**src/rtl/switch_debouncer.sv**
```systemverilog
// Synchroniser plus per-channel stability counter for raw slide switches.
// Optional rise/fall pulse outputs are built only when SWITCH_DEBOUNCE_EDGE_EN is defined.
module switch_debouncer #(
  parameter int          N_CH            = 2,
  parameter logic [23:0] DEBOUNCE_CYCLES = 24'd10_000_000
) (
  input  logic            clk,
  input  logic            rst,
  input  logic            ena,
  input  logic [N_CH-1:0] sw_in,
  output logic [N_CH-1:0] sw_out,
  output logic [N_CH-1:0] rise,
  output logic [N_CH-1:0] fall
);

  // state   | meaning
  // STABLE  | s2 == sw_out, cnt held at 0
  // PENDING | s2 != sw_out, cnt counting toward term_cnt
  localparam logic [23:0] TERM_CNT = DEBOUNCE_CYCLES - 24'd1;

  logic [N_CH-1:0] s1;
  logic [N_CH-1:0] s2;
  logic [23:0]     cnt     [N_CH];
  logic [23:0]     cnt_nxt [N_CH];
  logic [N_CH-1:0] commit;

  always_ff @(posedge clk or posedge rst) begin
    if (rst) begin
      s1 <= '0;
      s2 <= '0;
    end else begin
      s1 <= sw_in;
      s2 <= s1;
    end
  end

  // Any return to the stable level drops the partial count.
  always_comb begin
    for (int i = 0; i < N_CH; i++) begin
      cnt_nxt[i] = '0;
      commit[i]  = 1'b0;
      if (ena && (s2[i] != sw_out[i])) begin
        if (cnt[i] == TERM_CNT) begin
          commit[i] = 1'b1;
        end else begin
          cnt_nxt[i] = cnt[i] + 24'd1;
        end
      end
    end
  end

  always_ff @(posedge clk or posedge rst) begin
    if (rst) begin
      for (int i = 0; i < N_CH; i++) begin
        cnt[i] <= '0;
      end
      sw_out <= '0;
    end else begin
      for (int i = 0; i < N_CH; i++) begin
        cnt[i] <= cnt_nxt[i];
      end
      sw_out <= (sw_out & ~commit) | (s2 & commit);
    end
  end

`ifdef SWITCH_DEBOUNCE_EDGE_EN
  always_ff @(posedge clk or posedge rst) begin
    if (rst) begin
      rise <= '0;
      fall <= '0;
    end else begin
      rise <= commit & s2;
      fall <= commit & ~s2;
    end
  end
`else
  assign rise = '0;
  assign fall = '0;
`endif

endmodule
```
**config.mk**
```make
export PLATFORM = sky130hd
export DESIGN_NAME = switch_debouncer
export DESIGN_NICKNAME = d
export VERILOG_FILES = /design/src/rtl/switch_debouncer.sv
export SDC_FILE = /design/constraint.sdc
export NUM_CORES = 1
export LEC_CHECK = 0
export ABC_CLOCK_PERIOD_IN_PS = 5950
export CAP_MARGIN = 10
export CORE_UTILIZATION = 40
export DETAILED_ROUTE_END_ITERATION = 10
export PLACE_DENSITY = 0.54
export SLEW_MARGIN = 15
export SYNTH_ARGS = -nofsm -noshare
export SYNTH_HDL_FRONTEND = slang
export SYNTH_SLANG_ARGS = --single-unit
```
**constraint.sdc**
```tcl
create_clock -name clk -period 5.95 [get_ports clk]
set_input_delay 1.4875 -clock clk [delete_from_list [all_inputs] [get_ports clk]]
set_output_delay 1.4875 -clock clk [all_outputs]
set_load 0.005 [all_outputs]
```
Word-level counts from Yosys, hierarchy flattened
Cells that the tools add are included.
Word-level totals
  flip-flop bits (word level): 54
  output and inout bits: 6
Operators by class
  add/sub/neg operators: 2
  equality and inequality tests: 4
  mux-type cells: 8
  bitwise logic cells: 4
  reduce and logical (&&, ||, !) cells: 2
Operators with widths (count)
  24-bit two-way mux: 4
  24-bit by 1-bit adder with 24-bit output (second input constant): 2
  24-bit equality test (second input constant): 2
  2-bit AND: 2
  1-bit two-way mux: 4
  1-bit logical AND: 2
  1-bit != test: 2
  2-bit inverter: 1
  2-bit OR: 1

Logic depth before layout (Yosys ltp)
  depth after elaboration: 6
  depth in mapped cells: 6
  depth with buffers taken out: 5

Worst setup path after synthesis
No wires, ideal clock.
  path type: input-to-reg
  from: input port ena
  to: register cnt[27] (netlist bit)
  library setup time: 0.132 ns
  data arrival time: 2.027 ns
  required time: 5.818 ns
  setup slack: 3.791 ns
  stages: 4
  buffers on the path: 1
  cell sequence: nand2_1 > a21o_1 > clkbuf_1 > nor2_1
RTL lines
  start, declared: line 9  | input logic ena,
  end signal, assigned by index: line 60  | cnt[i] <= cnt_nxt[i];
  end, declared: line 23  | logic [23:0] cnt [N_CH];

==> metrics.cfg <==
[run_status]
status = finished, violations left
failed_checks = DRC

[synth]
synth-seq-cells = 54
ys_seq_area_share_pct = 49.3
async_flop_share_pct = 100
syn-mean-instance-area_um2 = 9.62
synthCells = 285
synth_area_um2 = 2740
synth_top_area_share_pct = 49.3
yosys.area.top_type = dfrtp_1
synth.distinct_cells = 35
netlist_top_cells_area = dfrtp_1 49%, xnor2_1 4.2%, nor2_1 4.1%
synth_edf_count = 0
ys.flop_type = dfrtp_1
yosysWarnings = 0

[cells_and_area]
final_nets = 295
layout_commonest_cell = dfrtp_1
layout_common_cells = 54 x dfrtp_1, 30 x nor2_1, 22 x nand2_1
area_growth_pct = 7.21
finalNonFillerCells = 366
drive_gt1_share_pct = 7.27
diodes = 0

[place]
dp.cells = 358
port_buffers = 6
globalplace.congestion = 0.753
dp_hpwl_mm = 3.65

[setup_path]
critPathTopFamily = buffers and inverters
crit_path_max_incr_delay_ns = 0.53
reg2reg_slack_ns = 3.70
crit_buf_inv = 1
worstPathCellList = clkdlybuf4s50_1
worstSetupEndpointType = output pin
crit_arrival_ns = 1.24
path_class = flip-flop to output pin
critPathLaunchType = flip-flop
crit_required_ns = 4.46
cpMaxStageDelayCell = clkdlybuf4s50_1
critPathMaxFanout = 3

[drt]
antenna_left = 0
routed_wl_mm = 5.50
vias = 2031
drc = 2
post_drt_wl_per_cell_um = 15.0
first_pass_iters = 8
post_drt_via_cell_ratio = 5.55
dr.first_iter.drc_count = 95
highest-signal-layer = met4
wl_met3_um = 96
wl_met1_mm = 2.79
wl_met2_mm = 2.57

[cts]
cts_setup_buffers = 0
htreeDepth = 2
clk_pin_slew_worst_paths_ns = 0.11
insertion_delay_ns = 0.32
post_cts_resize_count = 0
cts_tree = done
numCtsBuffers = 5
clock_sinks = 54
hold_buffers = 0
clockBufferDepth = 2
cts-root-buf = clkbuf_8

[sta]
clock_skew_ns = 0.00769
max_clock_freq_mhz = 367
setup_viol = 0
worstMarginPinSlew_ns = 0.750
final_max_slew_viol_count = 0
hold_violations = 0
final.period_utilization_pct = 45.8
rsz0062_at_grt = no
max_slew_margin_pct = 50.0
period_needed_ns = 2.73
final.setup.tns_ns = 0

[floorplanning]
initial_core_util_pct = 42.2
io_pins = 11
die_h_um = 84.8
die_w_um = 84.8
die_area_um2 = 7190
rows = 29
coreArea_um2 = 6490

[hold_path]
hold_class = flip-flop to flip-flop

[global_route]
overflow = 0
grt_pass1_wl_mm = 9.63
grt_max_degree = 55
antenna_found_initial = 0
grt_usage_pct = 17.0
grt_pass1_vias = 1964

[pwr]
peakVddDrop_mv = 0.0921
power_density_nw_per_um2 = 210
p_leak_nw = 1.11

[flow_run]
maxCapViolations = 0

## synthesized netlist by cell type, types with 2 or more instances
cell       n
nand2_1   22
buf_4      4
nand4b_1   4
clkbuf_1   9
and3_1     7
nand4_1   10
nor2_1    30
a21oi_1   21
xnor2_1   13
xor2_1    12
o21ai_0    6
nand3_1   17
mux2_2     2
ha_1       2
nor3_1     7
and4_1     3
inv_1      8
or3_2      3
or3_1      4
dfrtp_1   54
nor4_1     7
or4_1     15
o31ai_1   13
## sequential cells by signal, indices dropped and copies added (netlist names), named ones only
name	count
s1	2
s2	2
cnt	48
## stage by stage
| step | worst slack, ns | instance area [µm²] | util [%] | power (mW) | hold WS, ns |
|---|---|---|---|---|---|
| floorplan | 3.15 | 2750 | - | 0.393 | 0.331 |
| global placement | 3.00 | 2840 | 43.8 | 0.399 | 0.334 |
| detailed placement | 2.98 | 2840 | 43.8 | 0.399 | 0.343 |
| CTS | 3.20 | 2940 | 45.3 | 0.628 | 0.370 |
| global route | 3.15 | 2940 | 45.3 | 0.643 | 0.383 |
| finish | 3.22 | 2940 | 45.3 | 0.617 | 0.366 |
## routing by layer
metal,vias to the layer above,global-route usage (%)
li1,1034,-
met1,974,24.3
met2,18,26.4
met3,5,3.05
met4,0,5.39
met5,-,0
## area by class of cell
class / count / area [µm²]
Inverter: 8 / 30.0
Multi-Input combinational cell: 212 / 1300
Clock inverter: 3 / 28.8
Timing Repair Buffer: 7 / 67.6
Clock buffer: 5 / 68.8
Sequential cell: 54 / 1350
Fill cell: 611 / 3550
Tap cell: 77 / 96.3
## power breakdown
group	internal (mW)	switching, mW	total (mW)
Combinational	0.00473	0.0149	0.0196
Sequential	0.369	0.00187	0.371
Clock	0.0884	0.138	0.226
## path summary, 6_finish.rpt
kind / from / endpoint / depth (start not counted)
max: flip-flop / sw_out[1] / 1
min: s1[1]$_DFF_PP0_ / s2[1]$_DFF_PP0_ / 0
max reg2reg: cnt[31]$_DFF_PP0_ / cnt[32]$_DFF_PP0_ / 4
min reg2reg: s1[1]$_DFF_PP0_ / s2[1]$_DFF_PP0_ / 0
max in group asynchronous: rst / cnt[5]$_DFF_PP0_ / 3
min in group asynchronous: rst / s1[1]$_DFF_PP0_ / 3
## logic make-up (layout without fill, tap and decap cells)
family	Yosys count	count (layout)	share of synthesized area (%)
other	1	4	0.137
flip-flops	54	54	49.3
multiplexers	2	2	0.821
adder cells (fa/ha/maj)	2	2	0.912
AO/OA/AOI/OAI	43	43	9.40
AND/OR/NAND/NOR	136	136	27.6
buffers and inverters	22	23	3.83
XOR/XNOR	25	25	7.98
(Power assumes the default switching activity.)
